===== config.mk =====
export PLATFORM = sky130hd
export DESIGN_NAME = counter_up60
export DESIGN_NICKNAME = d
export VERILOG_FILES = /design/src/rtl/timer_pkg.sv /design/src/rtl/bcd_digit_up.sv /design/src/rtl/counter_up60.sv
export SDC_FILE = /design/constraint.sdc
export NUM_CORES = 1
export LEC_CHECK = 0
export ABC_CLOCK_PERIOD_IN_PS = 6900
export CORE_ASPECT_RATIO = 1.4
export CORE_MARGIN = 5
export CORE_UTILIZATION = 30
export DETAILED_ROUTE_END_ITERATION = 10
export GPL_ROUTABILITY_DRIVEN = 0
export GPL_TIMING_DRIVEN = 0
export SYNTH_ARGS = -nofsm -noshare
export SYNTH_HDL_FRONTEND = slang
export SYNTH_SLANG_ARGS = --single-unit

===== constraint.sdc =====
create_clock -name clk -period 6.9 [get_ports clk]
set_input_delay 2.07 -clock clk [delete_from_list [all_inputs] [get_ports clk]]
set_output_delay 2.07 -clock clk [all_outputs]
set_load 0.05 [all_outputs]

===== src/rtl/timer_pkg.sv =====
// Shared BCD digit constants and helpers for the timer's seconds/minutes digit counters.
package timer_pkg;

    localparam int DIGIT_W = 4;

    typedef logic [DIGIT_W-1:0] digit_t;

    localparam digit_t BCD_ZERO = 4'd0;
    localparam digit_t BCD_NINE = 4'd9;

    localparam int unsigned SEC_MAX_TENS = 5;

    // A digit is terminal at its own limit, and also at 9 or above.
    // That makes out-of-range presets roll over instead of running to 15.
    function automatic logic digit_at_terminal(input digit_t value, input digit_t limit);
        return (value == limit) || (value >= BCD_NINE);
    endfunction

endpackage


===== src/rtl/bcd_digit_up.sv =====
// Single 4-bit BCD up-digit: synchronous load, step-enabled increment, wrap to zero at terminal.
module bcd_digit_up
    import timer_pkg::*;
#(
    parameter int unsigned LIMIT = 9
) (
    input  logic   clk,
    input  logic   rst,
    input  logic   load,
    input  logic   step,
    input  digit_t preset,
    output digit_t count,
    output logic   term
);

    localparam digit_t LIMIT_D = digit_t'(LIMIT);

    always_comb begin
        term = digit_at_terminal(count, LIMIT_D);
    end

    always_ff @(posedge clk or posedge rst) begin
        if (rst) begin
            count <= BCD_ZERO;
        end else if (load) begin
            count <= preset;
        end else if (step) begin
            count <= term ? BCD_ZERO : count + 4'd1;
        end
    end

endmodule


===== src/rtl/counter_up60.sv =====
// Two-digit BCD seconds up-counter (00..59 by default) with preset load and active-low ripple carry.
// Build with COUNTER_UP60_SATURATE_EN defined to hold at the terminal value and raise done instead of wrapping.
module counter_up60
    import timer_pkg::*;
#(
    parameter int unsigned MAX_TENS = SEC_MAX_TENS
) (
    input  logic               clk,
    input  logic               rst,
    input  logic               enablen,
    input  logic               load,
    input  logic [DIGIT_W-1:0] in_tens,
    input  logic [DIGIT_W-1:0] in_ones,
    output logic [DIGIT_W-1:0] count_tens,
    output logic [DIGIT_W-1:0] count_ones,
    output logic               rco_L,
    output logic               done
);

    logic ones_term;
    logic tens_term;
    logic at_term;
    logic count_en;
    logic ones_step;
    logic tens_step;

    always_comb begin
        count_en = !enablen && !load;
        at_term  = ones_term && tens_term;
    end

`ifdef COUNTER_UP60_SATURATE_EN
    logic done_q;

    always_comb begin
        ones_step = count_en && !at_term;
        tens_step = ones_step && ones_term;
    end

    // done latches on the edge that would have wrapped; only load or reset clear it.
    always_ff @(posedge clk or posedge rst) begin
        if (rst) begin
            done_q <= 1'b0;
        end else if (load) begin
            done_q <= 1'b0;
        end else if (count_en && at_term) begin
            done_q <= 1'b1;
        end
    end

    assign rco_L = 1'b1;
    assign done  = done_q;
`else
    always_comb begin
        ones_step = count_en;
        tens_step = ones_step && ones_term;
    end

    // Low for exactly the cycle whose edge wraps to 00; a same-cycle load suppresses it.
    assign rco_L = !(at_term && count_en);
    assign done  = 1'b0;
`endif

    bcd_digit_up #(
        .LIMIT (9)
    ) u_ones (
        .clk    (clk),
        .rst    (rst),
        .load   (load),
        .step   (ones_step),
        .preset (in_ones),
        .count  (count_ones),
        .term   (ones_term)
    );

    bcd_digit_up #(
        .LIMIT (MAX_TENS)
    ) u_tens (
        .clk    (clk),
        .rst    (rst),
        .load   (load),
        .step   (tens_step),
        .preset (in_tens),
        .count  (count_tens),
        .term   (tens_term)
    );

endmodule


After elaboration in Yosys (flattened, before gate mapping). Cells that the tools add are included.

Reduce and logical (&&, ||, !) cells: 11. Add/sub/neg operators: 2. Equal/unequal tests: 2. Order comparisons: 2. Mux-type cells: 6.

Operators by type and width (number): 2-to-1 mux 4 bit (6); adder 4 x 1 -> 4 bit, second input constant (2); >= comparator 4 bit, second input constant (2); == test 4 x 3 -> 1 bit, second input constant (1); == test 4 bit, second input constant (1); logical AND 1 bit (4); nonzero test 2 bit (2); zero test 1 bit (3); logical OR 1 bit (2).

Logic and storage cells: 25. Output and inout port bits: 10. Bits in registers: 8.

Depth between registers and ports, before layout.
Depth after elaboration: 5. Mapped depth: 6.

Hierarchy. From an unflattened synthesis, not the netlist that was laid out.

Cell total of the unflattened synthesis: 71. Area, all modules: 641.9 um^2.

By module, submodules not included: bcd_digit_up at u_tens (area each 310.3 um^2, times used 1, sequential area each 100.1 um^2, cells an instance 34); bcd_digit_up at u_ones (area each 292.8 um^2, times used 1, sequential area each 100.1 um^2, cells an instance 32); counter_up60 (area each 38.8 um^2, times used 1, sequential area each 0.0 um^2, cells an instance 5).

Least setup slack after synthesis. OpenSTA, ideal clock, no wires.

Kind: in2out. Start: in enablen. End: out rco_L. Stages on the path: 4. Data arrival time: 3.182 ns. Path slack: 1.648 ns. Path buffers: 1. Cell sequence: buf_6 -> nand2b_4 -> or2_4 -> or3_2.

Word-level cells in the longest chain between the ends: 4.

RTL lines: start, declared (RTL line counter_up60.sv:10) `input logic enablen,`; zero test 1 bit (RTL line counter_up60.sv:28) `count_en = !enablen && !load;`; logical AND 1 bit (RTL line counter_up60.sv:28); logical AND 1 bit (RTL line counter_up60.sv:60) `assign rco_L = !(at_term && count_en);`; zero test 1 bit (RTL line counter_up60.sv:60); end, declared (RTL line counter_up60.sv:16) `output logic rco_L,`.

No other way between the ends.

Worst setup path after layout.
Start: in load. End: out rco_L.

Word-level cells in the longest chain between the ends: 4.

RTL lines: start, declared (RTL line counter_up60.sv:11) `input logic load,`; zero test 1 bit (RTL line counter_up60.sv:28); logical AND 1 bit (RTL line counter_up60.sv:28); logical AND 1 bit (RTL line counter_up60.sv:60); zero test 1 bit (RTL line counter_up60.sv:60).

No other way between the ends.

==> flow_metrics.tcl <==
set metrics [dict create \
    fin_tns_setup_ns 0 \
    wire_per_inst_um 12.45 \
    gr-total-overflow 0 \
    cts_max_level 1 \
    first_pass_iters 3 \
    power-per-cell-area_nw_per_um2 198.7 \
    drc 0 \
    synth_warnings 0 \
    start_util_pct 31.58 \
    place_area_um2 847.1 \
    crit_top_cell "clkdlybuf4s50_1" \
    cts_made_buffers 3 \
    setup_violations 0 \
    drive_gt1_share_pct 15.22 \
    hp-start "u_tens.count[2]$_DFFE_PP0P_" \
    critPathKind "in -> out" \
    dieArea_um2 3132 \
    syn_to_final_growth_pct 37.90 \
    hp-class "reg -> reg" \
    crit_path_max_fanout 8 \
    period_minus_slack_ns 5.923 \
    worstReg2RegStart "u_tens.count[1]$_DFFE_PP0P_" \
    antenna_found_initial 0 \
    crit_path_max_incr_delay_ns 0.71 \
    grt_pass1_vias 556 \
    crit_required_ns 4.83 \
    final_area_um2 869.6 \
    port_buffers 19 \
    tritoncts "built" \
    r2r_cells 6 \
    leakagePower_nw 0.3956 \
    synth_nets 88 \
    clk_latency_ns 0.25 \
    place_hpwl_mm 1.154 \
    fmaxAchievable_ghz 0.1688 \
    startpoint_type "input port" \
    crit_slowest_cell "clkdlybuf4s50_1" \
    cts_resized 0 \
    worst_pin_slew_ns 0.5524 \
    vias 540 \
    period_share_pct 85.84 \
    die_h_um 64.25 \
    hold_depth 2 \
    ys_seq_area_share_pct 31.75 \
    crit_path_start "load" \
    coreArea_um2 1997 \
    crit_chain "clkdlybuf4s50_1 > or3_2 > clkdlybuf4s50_1" \
    synth.avg_cell_area_um2 9.009 \
    viasPerCell 4.779 \
    cts_hold_buf 0 \
    ys_types 31 \
    slew_headroom_pct 63.09 \
    ys_seq_elements 8 \
    ctsRootBufferMaster "clkbuf_4" \
    post_cts_buffers 0 \
    die_width_um 48.75 \
    grt_max_degree 11 \
    rows 19 \
    slew_violations 0 \
    grt_pass1_wl_mm 2.387 \
    drt_iter0_markers 11 \
    rsz0062_at_grt "no" \
    diodes 0 \
    syn_area_um2 630.6 \
    endpoint_kind "output port" \
    finalNetCount 112 \
    hold_viol 0 \
    crit_arrival_ns 3.85 \
    wirelength_mm 1.407 \
    finClkSkew_ns 0.003162 \
    path_clk_slew_ns 0.05 \
    clk_path_buf_depth 2 \
    io_pins 22 \
    cts.sinks 8 \
    netlist_instances 70 \
    grt_use_total_pct 9.454 \
    max_cap_viol_count 0 \
    hold-worst-slack_ns 0.6626 \
    ir_drop_uv 90.97 \
    ant_nets 0 \
    status "finished, final reports clean" \
]
-- final cells by class --
cell class	instances	area, um^2
plain buffers	3	27.53
clock buffers	3	22.52
fillers	208	1127
inverters	8	30.03
multi-input cells	51	372.9
flip-flops and latches	8	200.2
well taps	21	26.28
repair buffers	19	190.2
-- per-layer routing --
layer | routed length (um) | GRT usage [%] | share of wire [%] | vias to the layer above
met5 | 0 | 0 | 0 | -
met4 | 25 | 6.061 | 1.8 | 0
met3 | 74 | 2.558 | 5.3 | 4
met2 | 734 | 16.01 | 52 | 13
met1 | 572 | 10.20 | 41 | 234
li1 | - | - | - | 289
-- worst paths after layout --
path	to	slack [ns]
setup / recovery	rco_L	0.98
hold / removal	u_tens.count[2]$_DFFE_PP0P_	0.66
setup reg to reg	u_tens.count[2]$_DFFE_PP0P_	5.11
hold reg to reg	u_tens.count[2]$_DFFE_PP0P_	0.66
max in group asynchronous	u_ones.count[2]$_DFFE_PP0P_	4.60
min in group asynchronous	u_tens.count[0]$_DFFE_PP0P_	2.07
-- state kept, by name, indices dropped and copies added (netlist names) --
register,cells
u_ones.count,4
u_tens.count,4
-- kinds of logic after synthesis --
family	count (synthesis)	synth area share (%)
buffers and inverters	11	9.128
muxes	2	3.373
adders and majority gates	6	11.90
other	1	0.5947
and+or+nand+nor	20	19.84
DFF	8	31.75
AOI/OAI and AO/OA	22	23.41
-- where the power goes --
| part | internal (W) | switching [W] | total (W) |
|---|---|---|---|
| combinational | 0.0000327 | 0.0000448 | 0.0000774 |
| sequential | 0.0000526 | 0.00000886 | 0.0000615 |
| clock | 0.0000198 | 0.0000140 | 0.0000338 |
-- Yosys cell counts --
cell / instances / area share [%]
a211oi_2: 1 / 2.0
nor2_1: 2 / 1.2
buf_6: 1 / 1.8
and2_2: 1 / 1.2
nor2b_1: 1 / 0.99
or2_4: 1 / 1.4
dfrtp_1: 8 / 32
a22oi_1: 3 / 3.6
or3_2: 1 / 1.2
o31ai_1: 2 / 2.4
buf_4: 1 / 1.2
o41a_1: 1 / 1.8
o21ai_0: 5 / 4.0
mux2i_1: 1 / 1.6
a211oi_1: 1 / 1.2
o21ai_2: 1 / 1.4
mux2_2: 1 / 1.8
a21o_1: 1 / 1.2
nand2b_1: 1 / 0.99
inv_1: 8 / 4.8
nand2_1: 6 / 3.6
nor3b_1: 2 / 2.4
conb_1: 1 / 0.59
nand3_1: 2 / 1.6
dlygate4sd1_1: 1 / 1.4
and2b_2: 1 / 1.4
or3b_4: 1 / 1.8
nand2b_4: 1 / 2.2
ha_1: 6 / 12
a31oi_1: 2 / 2.0
a21oi_1: 5 / 4.0
-- stage by stage --
step	total power [W]	cells	util, %	setup WS, ns
final	0.0001728	113	43.55	0.9773
after global routing	0.0001853	113	43.55	0.9299
after CTS	0.0001754	113	43.55	0.9584
after detailed placement	0.0001404	110	42.42	0.9745
after global placement	0.0001386	110	42.42	0.9628
after floorplan	0.0001139	70	-	1.648
-- placed cells by master (no fill, tap or decap), types with 3 or more instances in the layout --
cell type and n:
a21oi_1 5, a22oi_1 3, clkbuf_4 3, clkdlybuf4s50_1 19, dfrtp_1 8, ha_1 6
inv_1 8, nand2_1 6, o21ai_0 5
-- critical path: cells and delay by family --
kind	cells	cell delay, ns
buf+inv	2	1.27
simple gates	1	0.52
Power figures use the tool's default switching activity.
==> RTL change, RTL diff (config.mk and constraints unchanged) <==
Put a register stage on the output `count_ones`. The value now appears one clock later. The other outputs are not delayed to match.
--- a/src/rtl/counter_up60.sv
+++ b/src/rtl/counter_up60.sv
@@ -16,6 +16,8 @@
     output logic               rco_L,
     output logic               done
 );
+
+    logic [DIGIT_W-1:0] count_ones_d;
 
     logic ones_term;
     logic tens_term;
@@ -69,7 +71,7 @@
         .load   (load),
         .step   (ones_step),
         .preset (in_ones),
-        .count  (count_ones),
+        .count  (count_ones_d),
         .term   (ones_term)
     );
 
@@ -85,5 +87,9 @@
         .term   (tens_term)
     );
 
+    always_ff @(posedge clk) begin
+        count_ones <= count_ones_d;
+    end
+
 endmodule
 
Check against the original RTL: not equivalent (Yosys sat finds a counterexample within 4 cycles, from zero or initial values and one cycle with rst high).
==> RTL change against the original RTL <==
  * Synthesized area up 6.2%
  * Critical path type unchanged
  * First-iteration DRC count shrank 36%
  * Wire length rose by 7.0%
  * Largest power group is now sequential cells
  * Global-route usage grew 0.87 points
  * Fmax decreased by 2.2%
  * Sequential cell count is 4 higher
  * Combinational power fell by 8.3%
  * Non-clock buffer count unchanged
  * Cell area increased by 5.8%
  * Register-to-register slack better by 160 ps
  * Clock power grew 17%
  * Power rose by 14%
  * Setup slack got worse by 130 ps
  * Highest routed layer unchanged
==> RTL change: results <==
export IMPL_first_iter_violations=7
export IMPL_synth_common_cells="dfrtp_1, inv_1, o21ai_1"
export IMPL_reg2reg_depth=6
export IMPL_holdPathStages=0
export IMPL_min_from="u_ones.count[2]"
export IMPL_async_flop_share_pct=66.7
export IMPL_cp_arrival_ps=3990
export IMPL_r2r_start="u_ones.count[0]"
export IMPL_io_buffers=20
export IMPL_power_switching_w=0.0000703
export IMPL_status="completed"
export IMPL_antenna_found_initial=0
export IMPL_detailed_place_hpwl_um=1230
export IMPL_grt_pass1_vias=600
export IMPL_syn_nets=88
export IMPL_reg_largest_list="count_ones: 4 flops, u_ones.count: 4 flops, u_tens.count: 4 flops"
export IMPL_dr_pass1_iters=4
export IMPL_grt_pass1_wl_um=2590
export IMPL_cts_setup_buffers=0
export IMPL_numCtsBuffers=3
export IMPL_yosysUniqueCellTypes=28
export IMPL_preCtsSetupSlack_ps=819
export IMPL_diodes=0
export IMPL_postCtsResizedCells=0
export IMPL_synth_area_leaders="dfrtp_1, dfxtp_1, ha_1, o21ai_1, inv_1"
export IMPL_grtUsageTotal_pct=10.3
export IMPL_ctsHoldBuffers=0
export IMPL_grt_max_degree=11
export IMPL_wl_per_cell_um=13.1
export IMPL_synth_warnings=0
export IMPL_crit_fanout=7
export IMPL_ir_drop_v=0.0000980
export IMPL_yosysSeqAreaShare_pct=41.9
export IMPL_worstMarginPinSlew_ps=503
export IMPL_crit_start="enablen"
export IMPL_instances_no_fill=115
export IMPL_cts_buffer_depth=2
export IMPL_nets=113
export IMPL_htree_levels=1
export IMPL_cts_clk_slew_worst_paths_ps=70
export IMPL_avgViaCountPerCell=5.23
export IMPL_worstSkewPairLatency_ps=260
export IMPL_p_leak_nw=0.396
export IMPL_drive_above_1_share_pct=10.8
export IMPL_avgSynthCellArea_sq_um=9.56
export IMPL_cts_root_buffer="clkbuf_4"
export IMPL_finClkSkew_ps=1.83
export IMPL_hold_path_class="reg2reg"
==> RTL change: metal layers <==
layer	track usage (%)	vias to the layer above	part of all wire (%)
met1	10.6	285	40
li1	-	289	-
met3	3.61	8	6.6
met4	7.87	0	4.1
met2	16.9	19	50
met5	0	-	0
==> RTL change: final cells by class <==
cell class	count	area, sq um
Buffer	2	11.3
Clock buffer	3	22.5
Fill cell	222	1230
Inverter	7	26.3
Multi-Input combinational cell	49	352
Sequential cell	12	280
Tap cell	22	27.5
Timing Repair Buffer	20	200
==> RTL change: kinds of logic after synthesis <==
| group | count (synthesis) | share of synthesized area, % |
|---|---|---|
| adders and majority gates | 6 | 11.2 |
| buffers and inverters | 9 | 5.61 |
| DFF | 12 | 41.9 |
| and+or+nand+nor | 20 | 17.4 |
| muxes | 1 | 1.50 |
| other | 1 | 0.560 |
| AOI/OAI and AO/OA | 21 | 21.9 |
==> RTL change: metrics by stage <==
stage / cell area (sq um) / utilization (%)
floorplan: 669 / -
global placement: 897 / 41.7
detailed placement: 897 / 41.7
CTS: 920 / 42.7
global route: 920 / 42.7
finish: 920 / 42.7
==> RTL change: worst paths after layout <==
| kind | endpoint | slack (ps) |
|---|---|---|
| setup / recovery | rco_L | 840 |
| hold / removal | count_ones[2] | 420 |
| setup reg to reg | u_tens.count[2] | 5270 |
| hold reg to reg | count_ones[2] | 420 |
| max in group asynchronous | u_tens.count[0] | 4610 |
| min in group asynchronous | u_tens.count[2] | 2050 |
==> RTL change: power by group through the flow <==
stage	combinational, W	clock [W]	sequential (W)
finish	0.0000710	0.0000395	0.0000865
global route	0.0000768	0.0000452	0.0000882
CTS	0.0000718	0.0000413	0.0000867
detailed placement	0.0000717	0	0.0000880
global placement	0.0000704	0	0.0000878
floorplan	0.0000291	0	0.000105
==> RTL change: worst max-delay path, stage by stage <==
cell,delay (ps)
clkdlybuf4s50_1,510
nand3b_2,320
or3_1,370
clkdlybuf4s50_1,710
